--- config.mk ---
export PLATFORM = sky130hd
export DESIGN_NAME = zynq_aes_arb
export DESIGN_NICKNAME = d
export VERILOG_FILES = /design/src/rtl/zynq_aes_arb.sv
export SDC_FILE = /design/constraint.sdc
export NUM_CORES = 1
export LEC_CHECK = 0
export ABC_AREA = 1
export CAP_MARGIN = 10
export CORE_MARGIN = 4
export CORE_UTILIZATION = 29
export DETAILED_ROUTE_END_ITERATION = 7
export PLACE_DENSITY = 0.88
export SYNTH_ARGS = -nofsm -noshare
export SYNTH_HDL_FRONTEND = slang
export SYNTH_SLANG_ARGS = --single-unit
--- constraint.sdc ---
create_clock -name aclk -period 3.6 [get_ports aclk]
set_input_delay 0.72 -clock aclk [delete_from_list [all_inputs] [get_ports aclk]]
set_output_delay 0.72 -clock aclk [all_outputs]
set_load 0.01 [all_outputs]
--- src/rtl/zynq_aes_arb.sv ---
// zynq_aes_arb: shares one AES core between two AXI-Stream requesters.
// Whole request packets are arbitrated round-robin. A small order FIFO
// records which requester owns each packet in flight, so that core results
// are returned to the requester that sent the matching request.
module zynq_aes_arb #(
   parameter int unsigned DATA_W      = 32,
   parameter int unsigned ORDER_DEPTH = 4
) (
   input  logic                         aclk,
   input  logic                         aresetn,
   // requester 0 request stream
   input  logic [DATA_W-1:0]            s0_axis_tdata,
   input  logic                         s0_axis_tlast,
   input  logic                         s0_axis_tvalid,
   output logic                         s0_axis_tready,
   // requester 1 request stream
   input  logic [DATA_W-1:0]            s1_axis_tdata,
   input  logic                         s1_axis_tlast,
   input  logic                         s1_axis_tvalid,
   output logic                         s1_axis_tready,
   // request stream to the core
   output logic [DATA_W-1:0]            core_in_tdata,
   output logic                         core_in_tlast,
   output logic                         core_in_tvalid,
   input  logic                         core_in_tready,
   // result stream from the core
   input  logic [DATA_W-1:0]            core_out_tdata,
   input  logic                         core_out_tlast,
   input  logic                         core_out_tvalid,
   output logic                         core_out_tready,
   // results to requester 0
   output logic [DATA_W-1:0]            m0_axis_tdata,
   output logic                         m0_axis_tlast,
   output logic                         m0_axis_tvalid,
   input  logic                         m0_axis_tready,
   // results to requester 1
   output logic [DATA_W-1:0]            m1_axis_tdata,
   output logic                         m1_axis_tlast,
   output logic                         m1_axis_tvalid,
   input  logic                         m1_axis_tready,
   // status
   output logic [1:0]                   grant,
   output logic [$clog2(ORDER_DEPTH):0] pending
);

   localparam int unsigned PTR_W = $clog2(ORDER_DEPTH);
   localparam int unsigned CNT_W = PTR_W + 1;

   typedef enum logic {
      S_IDLE,
      S_XFER
   } state_e;

   state_e                   state_q, state_d;
   logic [1:0]               grant_q, grant_d;
   logic                     last_q, last_d;     // index of the last winner
   logic [ORDER_DEPTH-1:0]   order_q, order_d;   // owner index per FIFO slot
   logic [PTR_W-1:0]         wr_ptr_q, wr_ptr_d;
   logic [PTR_W-1:0]         rd_ptr_q, rd_ptr_d;
   logic [CNT_W-1:0]         count_q, count_d;

   logic                     fifo_full;
   logic                     fifo_empty;
   logic                     head;
   logic                     push;
   logic                     pop;
   logic                     win;
   logic                     xfer;
   logic                     cin_done;
   logic                     route;

   assign fifo_full  = (count_q == CNT_W'(ORDER_DEPTH));
   assign fifo_empty = (count_q == '0);
   assign head       = order_q[rd_ptr_q];
   assign xfer       = (state_q == S_XFER) && aresetn;
   assign route      = !fifo_empty && aresetn;
   assign cin_done   = core_in_tvalid && core_in_tready && core_in_tlast;
   assign pop        = core_out_tvalid && core_out_tready && core_out_tlast;

   assign grant   = grant_q;
   assign pending = count_q;

   // Request path: granted requester is passed straight through to the core
   always_comb begin
      core_in_tdata  = grant_q[1] ? s1_axis_tdata : s0_axis_tdata;
      core_in_tlast  = grant_q[1] ? s1_axis_tlast : s0_axis_tlast;
      core_in_tvalid = 1'b0;
      s0_axis_tready = 1'b0;
      s1_axis_tready = 1'b0;
      if (xfer) begin
         core_in_tvalid = grant_q[1] ? s1_axis_tvalid : s0_axis_tvalid;
         s0_axis_tready = grant_q[0] && core_in_tready;
         s1_axis_tready = grant_q[1] && core_in_tready;
      end
   end

   // Result path: core output is steered to the requester at the FIFO head
   always_comb begin
      m0_axis_tdata   = core_out_tdata;
      m0_axis_tlast   = core_out_tlast;
      m1_axis_tdata   = core_out_tdata;
      m1_axis_tlast   = core_out_tlast;
      m0_axis_tvalid  = 1'b0;
      m1_axis_tvalid  = 1'b0;
      core_out_tready = 1'b0;
      if (route) begin
         m0_axis_tvalid  = !head && core_out_tvalid;
         m1_axis_tvalid  = head && core_out_tvalid;
         core_out_tready = head ? m1_axis_tready : m0_axis_tready;
      end
   end

   // Input FSM: pick a winner in IDLE, hold the grant until its tlast passes
   always_comb begin
      state_d = state_q;
      grant_d = grant_q;
      last_d  = last_q;
      push    = 1'b0;
      win     = 1'b0;
      unique case (state_q)
         S_IDLE: begin
            if ((s0_axis_tvalid || s1_axis_tvalid) && !fifo_full) begin
               // on a tie the requester that did not win last time goes next
               win     = (s0_axis_tvalid && s1_axis_tvalid) ? !last_q : s1_axis_tvalid;
               grant_d = win ? 2'b10 : 2'b01;
               last_d  = win;
               push    = 1'b1;
               state_d = S_XFER;
            end
         end
         S_XFER: begin
            if (cin_done) begin
               grant_d = 2'b00;
               state_d = S_IDLE;
            end
         end
         default: begin
            grant_d = 2'b00;
            state_d = S_IDLE;
         end
      endcase
   end

   // Order FIFO bookkeeping: push on grant, pop on result tlast
   always_comb begin
      order_d  = order_q;
      wr_ptr_d = wr_ptr_q;
      rd_ptr_d = rd_ptr_q;
      count_d  = count_q;
      if (push) begin
         order_d[wr_ptr_q] = win;
         wr_ptr_d          = wr_ptr_q + PTR_W'(1);
      end
      if (pop) begin
         rd_ptr_d = rd_ptr_q + PTR_W'(1);
      end
      unique case ({push, pop})
         2'b10:   count_d = count_q + CNT_W'(1);
         2'b01:   count_d = count_q - CNT_W'(1);
         default: count_d = count_q;
      endcase
   end

   // State registers with synchronous active-low reset
   always_ff @(posedge aclk) begin
      if (!aresetn) begin
         state_q  <= S_IDLE;
         grant_q  <= 2'b00;
         last_q   <= 1'b1;
         order_q  <= '0;
         wr_ptr_q <= '0;
         rd_ptr_q <= '0;
         count_q  <= '0;
      end else begin
         state_q  <= state_d;
         grant_q  <= grant_d;
         last_q   <= last_d;
         order_q  <= order_d;
         wr_ptr_q <= wr_ptr_d;
         rd_ptr_q <= rd_ptr_d;
         count_q  <= count_d;
      end
   end

endmodule

# == Word level (Yosys, flattened, before mapping) ==
# Cells that the tools add are included.
# op_classes
bitwise_logic,1
shifts,0
muxes,27
n_lt_le_gt_ge,3
n_eq_ne,5
n_div,0
reduce_logical,22
addsub,4
mul,0
# op_table
operator,count
$mux 32,1
$mux 1,17
$logic_and 1x1->1,13
$lt 2x3->1 const B,2
$mux 2,3
$pmux 3 s2,1
$add 2x1->2 const B,2
$bwmux 4,1
$logic_not 1->1,4
$pmux 2 s2,1
$reduce_and 2->1,2
$add 3x1->3 const B,1
$eq 3x3->1 const B,1
$logic_not 3->1,1
$sub 3x1->3 const B,1
$bmux 1 s2,1
$demux 1 s2,1
$eq 2x1->1 const B,1
$eq 2x2->1 const B,1
$ge 2x1->1 const B,1
$ne 2x1->1 const B,1
$ne 2x2->1 const B,1
$pmux 1 s2,1
$reduce_bool 2->1,1
other kinds (2),2
# word_totals
mem_bits_ro,0
latch_bits,0
input_bits,107
regBits,15
memories,0
ram_bits,0
wordCells,69

# == Depth between registers and ports, before layout ==
# Gate-level depths: netlist (run 1).
# logic_depth
ltp_word,8
ltp_mapped,14

# == Worst setup path after synthesis (run 1) ==
# Ideal clock, no wire load.
# synth_path
kind,input-to-reg
startpoint,input port s1_axis_tvalid
endpoint,register count_q[2] (netlist: pending[2])
path_buffers,0
cell_stages,11
slack_ns,1.314
t_arrival_ns,2.164
cell_sequence,or2_1 > nand2_2 > nor2_8 > inv_2 > ha_1 > inv_1 > fa_1 > a21oi_1 > o21ai_0 > o21ai_0 > a21oi_1
# synth_via
elab_chain_cells,6
word_cells_on_any_way,8
# synth_rtl
element,line_no,text
from (decl),19,"input logic s1_axis_tvalid,"
$logic_or 1x1->1 *,122,if ((s0_axis_tvalid || s1_axis_tvalid) && !fifo_full) begin
$logic_and 1x1->1 *,122,
$mux 1 *,122,
$mux 1 *,120,unique case (state_q)
$eq 2x1->1 / $eq 2x2->1 (equally long branches),157,"unique case ({push, pop})"
$pmux 3 s2 / $reduce_bool 2->1 (equally long branches),n/a,
to (signal assigned),181,count_q <= count_d;
to (decl),60,"logic [CNT_W-1:0] count_q, count_d;"
# Every way passes the cells marked *; elsewhere a longest branch is shown, timed or not.
# A chain may end at the register's enable or synchronous reset.

# == Worst setup path in the final report (run 1) ==
# layout_path
startpoint,input port aresetn
endpoint,output port m0_axis_tvalid
# layout_via
elab_chain_cells,2
# layout_rtl
element,line_no,text
from (decl),10,"input logic aresetn,"
$logic_and 1x1->1,76,assign route = !fifo_empty && aresetn;
$mux 1,106,if (route) begin
to (decl),34,"output logic m0_axis_tvalid,"
# No other way between the ends.

==> impl_summary.txt, run 1 <==
----------------------------------------------------
[Detailed routing]
  Detailed Route Iter0 Violations ... 46
  Number of iterations in the first detailed-routing pass ... 4
  Vias ... roughly 1800
  Number of antenna-violating nets in the routed design ... 0
  Number of design rule violations left after detail routing ... 0
  Routed wire length per instance ... 13.12 um
  Total routed wirelength ... roughly 5500 um
  Avg Vias per Cell ... between 4 and 5

[Finish]
  Diodes inserted ... 0
  Commonest cells after routing, fill and taps aside ... sky130_fd_sc_hd__clkdlybuf4s50_1, sky130_fd_sc_hd__nand2_1, sky130_fd_sc_hd__dfxtp_1
  Post-layout nets ... 455
  Fraction of final layout cells sized beyond drive strength 1 ... a little under 8%
  Area grow syn2layout ... 46.75%
  Most common cell after layout, fill and taps aside ... sky130_fd_sc_hd__clkdlybuf4s50_1

[Global routing]
  Remaining global-route overflow ... 0
  Via count of the first global-routing pass ... approximately 1900
  Largest net degree at the start of global routing ... 39
  Global-route wire length before repair ... around 8600 um
  GRT Resource Usage Total ... ~15%
  Antenna violations before repair ... 0

[Floorplanning]
  Core Footprint ... just under 6000 sq um
  Number of top-level pins ... 217
  Die Area ... 7424 sq um
  Std-Cell Rows ... 28
  Vertical die dimension ... between 80 and 90 um
  Effective utilization at floorplan ... 29.92%
  Width of the chip ... roughly 86 um

[Synthesis]
  Nets in the synthesized netlist ... roughly 400
  Cell taking the most area after synthesis ... sky130_fd_sc_hd__buf_4
  Post-synthesis sequential area ratio ... 16.95%
  Count of yosys warnings during synthesis ... 0
  FF+latch count, synth ... 15
  Cells after synthesis ... slightly below 300
  Avg Synthesized Cell Area ... 6.130 sq um
  Post-synthesis cell type count ... 24
  Top-area cell type share of the netlist area ... about 28%
  Biggest area contributors in the synthesized netlist ... sky130_fd_sc_hd__buf_4, sky130_fd_sc_hd__nand2_1, sky130_fd_sc_hd__dfxtp_1
  Post-Syn Area ... 1772 sq um

[Power]
  Pleak ... ~1.2 nW
  Power per unit of standard cell area ... roughly 280 nW/um^2
  Peak supply drop ... between 100 and 150 uV
  Final total power ... 0.0007163 W

[Timing]
  Number of failing setup endpoints in the final timing report ... 0
  PnR worst setup slack ... around 730 ps
  Worst Hold Slack ... 482.4 ps
  Final hold violation count ... 0
  Unrepaired setup endpoints after global routing ... no
  Final slew viol count ... 0
  Maximum clock frequency ... about 0.35 GHz
  Final setup skew ... roughly 3.3 ps
  Time the worst path needs with I/O delays and setup ... between 2000 and 3000 ps
  Final period utilization ... 79.75%
  Setup TNS Final ... 0 ps
  Tightest Pin Transition ... ~500 ps
  Tightest slew margin relative to the limit ... 66.16%

[Critical path]
  Slowest stage cell, crit path ... sky130_fd_sc_hd__clkdlybuf4s50_1
  Stage delay of the slowest cell on the critical path ... 570 ps
  Kind of end point of the critical path ... output port
  Kind of critical path ... input port to output port
  Family of cells with the greatest summed delay on the critical path ... buffers and inverters
  Worst EP required ... 2880 ps
  Worst Path Buf+Inv ... 2
  Chain of cells forming the critical path ... clkdlybuf4s50_1 -> nand3_1 -> a21oi_1 -> clkdlybuf4s50_1
  Number of cells traversed by the worst register-to-register path ... 13
  CP Launch Type ... input port
  Most common cell type on the critical path ... sky130_fd_sc_hd__clkdlybuf4s50_1
  Cell depth of the worst setup path ... 4
  CP Data Arrival Time ... approximately 2200 ps
  Worst Path Max Fanout ... 5

[Status]
  Outcome ... completed

[Hold path]
  Count of cells along the worst hold path ... 2
  Hold WC Path Type ... flip-flop to flip-flop

[Place]
  GP Congestion ... roughly 0.83
  Buffers on Ports ... between 100 and 150
  Detailed Place HPWL ... 4451 um
  Setup slack after placement ... ~600 ps

[Clock tree]
  CTS sink cnt ... 15
  Clock edge transition at the registers on the reported setup and hold paths ... around 60 ps
  Number of clock buffers inserted by TritonCTS ... 3
  Number of buffers inserted to repair setup after CTS ... 0
  Worst-skew pair later-pin latency ... 250 ps
  Clock root buffer ... sky130_fd_sc_hd__clkbuf_8
  Clock tree from TritonCTS ... done
  Number of levels the H-tree was split into ... 1
  Buffer depth of the longest clock path ... 2
  CTS resizes ... 0
  # hold bufs at CTS ... 0

[Flow run]
  MaxCap Viol Count ... 0

----------------------------------------------------
-- final timing paths --
path / start / endpoint / slack, ps
setup / recovery: aresetn / m0_axis_tvalid / 730
setup reg to reg: pending[1]$_SDFFE_PN0P_ / pending[2]$_SDFFE_PN0P_ / 1390
hold reg to reg: last_q$_SDFFE_PN1P_ / last_q$_SDFFE_PN1P_ / 480
hold / removal: last_q$_SDFFE_PN1P_ / last_q$_SDFFE_PN1P_ / 480
-- state kept, by name, indices dropped and copies added, names as in the netlist --
name / cells
wr_ptr_q: 2
state_q: 1
rd_ptr_q: 2
last_q: 1
order_q: 4
grant: 2
pending: 3
-- metrics by stage --
stage                     util (%)  cell area [sq um]  cells
after floorplan                  -               1772    289
after global placement       43.15               2555    412
after CTS                    43.91               2600    416
after global routing         43.91               2600    416
final                        43.91               2600    416
after detailed placement     43.15               2555    412
-- routing by layer --
layer / track usage [%] / vias up / routed length (um)
met3: 5.476 / 21 / 573
met5: 0 / - / 0
met4: 6.619 / 0 / 133
met1: 15.38 / 760 / 2065
li1: - / 924 / -
met2: 25.65 / 90 / 2686
-- cells by family (layout without fill, tap and decap cells) --
kind of cell	Yosys count	after routing	share of synthesized area [%]
and+or+nand+nor	156	156	38.14
xor gates and xnor gates	1	1	0.4944
adders and majority gates	6	6	4.661
AOI/OAI and AO/OA	22	22	6.851
buffers and inverters	89	141	32.91
DFF	15	15	16.95
-- power by group --
| group | leakage, nW | internal [W] | switching [W] |
|---|---|---|---|
| combinational | 1.01 | 0.000209 | 0.000168 |
| sequential | 0.123 | 0.000185 | 0.0000192 |
| clock | 0.0228 | 0.0000783 | 0.0000569 |
| total | 1.15 | 0.000473 | 0.000244 |
-- worst reg2reg max path, cell delays in order, from the launching register on --
cell                      delay (ps)
sky130_fd_sc_hd__dfxtp_1         360
sky130_fd_sc_hd__inv_1           110
sky130_fd_sc_hd__nand3_2          90
sky130_fd_sc_hd__nand3_1         130
sky130_fd_sc_hd__nor2_2          190
sky130_fd_sc_hd__nand3_2         110
sky130_fd_sc_hd__inv_2            70
sky130_fd_sc_hd__ha_1            130
sky130_fd_sc_hd__inv_1            70
sky130_fd_sc_hd__fa_1            380
sky130_fd_sc_hd__a21oi_1         150
sky130_fd_sc_hd__o21ai_0         120
sky130_fd_sc_hd__o21ai_0         150
sky130_fd_sc_hd__a21oi_1          60
-- Yosys cell counts --
cell type / count
sky130_fd_sc_hd__nand2_1: 119
sky130_fd_sc_hd__buf_4: 66
sky130_fd_sc_hd__dfxtp_1: 15
sky130_fd_sc_hd__nor2_1: 13
sky130_fd_sc_hd__a21oi_1: 12
sky130_fd_sc_hd__inv_1: 10
sky130_fd_sc_hd__clkbuf_1: 7
sky130_fd_sc_hd__nand3_1: 7
sky130_fd_sc_hd__nand2_2: 6
sky130_fd_sc_hd__nand3_2: 6
sky130_fd_sc_hd__o21ai_0: 6
sky130_fd_sc_hd__ha_1: 5
sky130_fd_sc_hd__inv_2: 5
sky130_fd_sc_hd__a21oi_2: 2
sky130_fd_sc_hd__a21boi_0: 1
sky130_fd_sc_hd__and3_2: 1
sky130_fd_sc_hd__buf_2: 1
sky130_fd_sc_hd__fa_1: 1
sky130_fd_sc_hd__nand3b_1: 1
sky130_fd_sc_hd__nor2_2: 1
sky130_fd_sc_hd__nor2_8: 1
sky130_fd_sc_hd__o22ai_1: 1
sky130_fd_sc_hd__or2_1: 1
sky130_fd_sc_hd__xor2_1: 1
-- layout make-up --
| cell class | count | area [sq um] |
|---|---|---|
| clock buffers | 4 | 45.04 |
| fillers | 598 | 3321 |
| inverters | 15 | 56.30 |
| multi-input cells | 185 | 888.4 |
| flip-flops and latches | 15 | 300.3 |
| well taps | 75 | 93.84 |
| repair buffers | 122 | 1216 |
Note: power is estimated with default switching activity, not from simulation.
==> run 2, diff against run 1 <==
--- a/config.mk
+++ b/config.mk
@@ -8,9 +8,9 @@
 export ABC_AREA = 1
 export CAP_MARGIN = 10
 export CORE_MARGIN = 4
-export CORE_UTILIZATION = 29
+export CORE_UTILIZATION = 24
 export DETAILED_ROUTE_END_ITERATION = 7
-export PLACE_DENSITY = 0.88
+export PLACE_DENSITY = 0.78
 export SYNTH_ARGS = -nofsm -noshare
 export SYNTH_HDL_FRONTEND = slang
 export SYNTH_SLANG_ARGS = --single-unit
==> constraint.sdc (replaced) <==
create_clock -name aclk -period 2.5 [get_ports aclk]
set_input_delay 0.5 -clock aclk [delete_from_list [all_inputs] [get_ports aclk]]
set_output_delay 0.5 -clock aclk [all_outputs]
set_load 0.01 [all_outputs]
==> run 2 against run 1 <==
  * Cell count rose by 7.7%
  * Wire length rose by 1.2%
  * Largest cell class unchanged
  * Flip-flop and latch count is the same
==> impl_summary.txt, run 2 (synthesis results as in run 1) <==
----------------------------------------------------
[Status]
  Outcome ... completed

[Timing]
  Time the worst path needs with I/O delays and setup ... approximately 2400 ps
  Tightest slew margin relative to the limit ... 64.30% (-1.9 points)
  Final period utilization ... between 90% and 100%
  Tightest Pin Transition ... 534.7 ps (+27.77 ps)
  Unrepaired setup endpoints after global routing ... no
  Number of failing setup endpoints in the final timing report ... 0 (unchanged)
  Final hold violation count ... 0 (unchanged)
  PnR worst setup slack ... 93.53 ps (-635.6 ps)
  Final slew viol count ... 0 (unchanged)
  Maximum clock frequency ... roughly 0.42 GHz
  Final setup skew ... 2.043 ps (-1.210 ps)
  Worst Hold Slack ... 483.0 ps (+0.6390 ps)

[Detailed routing]
  Vias ... 1845 (+2.8%)
  Number of iterations in the first detailed-routing pass ... 4 (unchanged)
  Routed wire length per instance ... 12.33 um (-6.0%)
  Avg Vias per Cell ... 4.118 (-4.6%)
  Detailed Route Iter0 Violations ... 39 (-15%)
  Number of antenna-violating nets in the routed design ... 0 (unchanged)
  Total routed wirelength ... 5526 um (+1.2%)
  Number of design rule violations left after detail routing ... 0 (unchanged)

[Flow run]
  MaxCap Viol Count ... 0 (unchanged)

[Critical path]
  Stage delay of the slowest cell on the critical path ... 550 ps (-20 ps)
  Most common cell type on the critical path ... sky130_fd_sc_hd__clkdlybuf4s50_1
  Worst EP required ... 2000 ps (-880 ps)
  Slowest stage cell, crit path ... sky130_fd_sc_hd__clkdlybuf4s50_1
  CP Launch Type ... input port
  Kind of end point of the critical path ... output port
  Chain of cells forming the critical path ... clkdlybuf4s50_1 -> nand3_1 -> buf_4 -> a21oi_1 -> clkdlybuf4s50_1
  Family of cells with the greatest summed delay on the critical path ... buffers and inverters
  Number of cells traversed by the worst register-to-register path ... 13 (unchanged)
  CP Data Arrival Time ... 1910 ps (-240 ps)
  Worst Path Buf+Inv ... 3 (+1)
  R2r endpoint ... pending[2]$_SDFFE_PN0P_
  Worst Path Max Fanout ... 2 (-3)
  Kind of critical path ... input port to output port
  Reg-to-reg startpoint ... rd_ptr_q[0]$_SDFFE_PN0P_
  Register-to-Register Setup Slack ... 420 ps (-970 ps)

[Clock tree]
  CTS sink cnt ... 15 (unchanged)
  # hold bufs at CTS ... 0 (unchanged)
  Number of clock buffers inserted by TritonCTS ... 3 (unchanged)
  Buffer depth of the longest clock path ... 2 (unchanged)
  Worst-skew pair later-pin latency ... 250 ps (about the same)
  Clock tree from TritonCTS ... done
  Clock edge transition at the registers on the reported setup and hold paths ... 60 ps (about the same)
  Number of buffers inserted to repair setup after CTS ... 0 (unchanged)
  Number of levels the H-tree was split into ... 1 (unchanged)
  Clock root buffer ... sky130_fd_sc_hd__clkbuf_8
  CTS resizes ... 0 (unchanged)

[Hold path]
  Count of cells along the worst hold path ... 2 (unchanged)
  Worst hold endpoint ... last_q$_SDFFE_PN1P_
  Worst hold start ... last_q$_SDFFE_PN1P_
  Hold WC Path Type ... flip-flop to flip-flop

[Global routing]
  Met3 routing resource usage after global routing ... 3.846% (-1.6 points)
  Remaining global-route overflow ... 0 (unchanged)
  Antenna violations before repair ... 0 (unchanged)
  Met1 track utilization from global routing ... 13.59% (-1.8 points)
  Via count of the first global-routing pass ... 1915 (+2.9%)
  Met2 usage in global routing ... 20.64% (-5.0 points)
  Largest net degree at the start of global routing ... 38 (-2.6%)
  Busiest grt layer ... met2
  Global-route wire length before repair ... 8728 um (+1.1%)
  GRT Resource Usage Total ... 12.36% (-2.2 points)

[Floorplanning]
  Std-Cell Rows ... 31 (+11%)
  Number of top-level pins ... 217 (unchanged)
  Vertical die dimension ... 93.92 um (+9.0%)
  Die Area ... 8821 sq um (+19%)
  Width of the chip ... 93.92 um (+9.0%)
  Core Footprint ... 7214 sq um (+22%)
  Effective utilization at floorplan ... 24.56% (-5.4 points)

[Finish]
  Most common cell after layout, fill and taps aside ... sky130_fd_sc_hd__clkdlybuf4s50_1
  Non-Filler Cell Area, Final ... 2690 sq um (+3.5%)
  Max FFs per register ... 4 (unchanged)
  Area grow syn2layout ... 51.84%
  Commonest cells after routing, fill and taps aside ... sky130_fd_sc_hd__clkdlybuf4s50_1, sky130_fd_sc_hd__nand2_1, sky130_fd_sc_hd__dfxtp_1
  Top register by number of flip-flops ... order_q
  Diodes inserted ... 0 (unchanged)
  Post-layout nets ... 463 (+1.8%)
  Utilization after layout ... 37.29% (-6.6 points)
  Fraction of final layout cells sized beyond drive strength 1 ... 10.03% (+2.1 points)
  Fill count ... 766 (+28%)

[Place]
  Detailed Place HPWL ... 4587 um (+3.1%)
  Setup slack after placement ... -14.23 ps (-612.7 ps)
  Buffers on Ports ... 120 (unchanged)
  GP Congestion ... 0.8182 (-1.8%)
  Cell area after placement ... 2645 sq um (+3.5%)

[Power]
  Peak supply drop ... 139.5 uV (+21%)
  Power per unit of standard cell area ... 389.6 nW/um^2 (+41%)
  Final total power ... 0.001048 W (+46%)
  Pleak ... 1.190 nW (+3.3%)

----------------------------------------------------
[run 2: cell types whose count changed in the layout (fill, tap and decap cells not counted)]
cell and change:
sky130_fd_sc_hd__buf_4 +8
[run 2: worst max path at each step]
stage                                         from                 endpoint  slack (ps)  depth (start not counted)
after floorplan                     s1_axis_tvalid  pending[2]$_SDFFE_PN0P_         430                         11
after global placement              s1_axis_tvalid  pending[2]$_SDFFE_PN0P_          -9                         12
after detailed placement            s1_axis_tvalid  pending[2]$_SDFFE_PN0P_         -10                         12
after CTS                                  aresetn           m0_axis_tvalid          80                          5
after global routing      rd_ptr_q[0]$_SDFFE_PN0P_          core_out_tready           4                          8
final                                      aresetn           m0_axis_tvalid          90                          5
[run 2: final cells by class]
cell class	count	area (sq um)	share of cell area, %
Timing Repair Buffer	130	1276	47.44
Multi-Input combinational cell	185	888.4	33.02
Sequential cell	15	300.3	11.16
Tap cell	99	123.9	4.605
Inverter	15	56.30	2.093
Clock buffer	4	45.04	1.674
[run 2: metal layers]
| metal | part of all wire (%) | vias up |
|---|---|---|
| li1 | - | 941 |
| met1 | 40 | 796 |
| met2 | 48 | 85 |
| met3 | 8.6 | 23 |
| met4 | 3.4 | 0 |
| met5 | 0 | - |
[run 2: through the flow]
step                      std cells  setup TNS [ps]
after floorplan                 289               0
after detailed placement        444          -14.23
final                           448               0
after CTS                       448               0
after global placement          444          -8.691
after global routing            448               0
[run 2: report_power, final]
| group | leakage [nW] | switching [W] | total (W) | internal, W |
|---|---|---|---|---|
| clock network | 0.0228 | 0.0000823 | 0.000195 | 0.000113 |
| registers | 0.123 | 0.0000268 | 0.000293 | 0.000266 |
| logic | 1.04 | 0.000244 | 0.000560 | 0.000316 |
| total | 1.19 | 0.000353 | 0.00105 | 0.000694 |
[run 2: worst min-delay path, stage by stage, from the launching register on]
cell and delay (ps):
sky130_fd_sc_hd__dfxtp_1 320, sky130_fd_sc_hd__nand2_1 60, sky130_fd_sc_hd__nand3_1 60
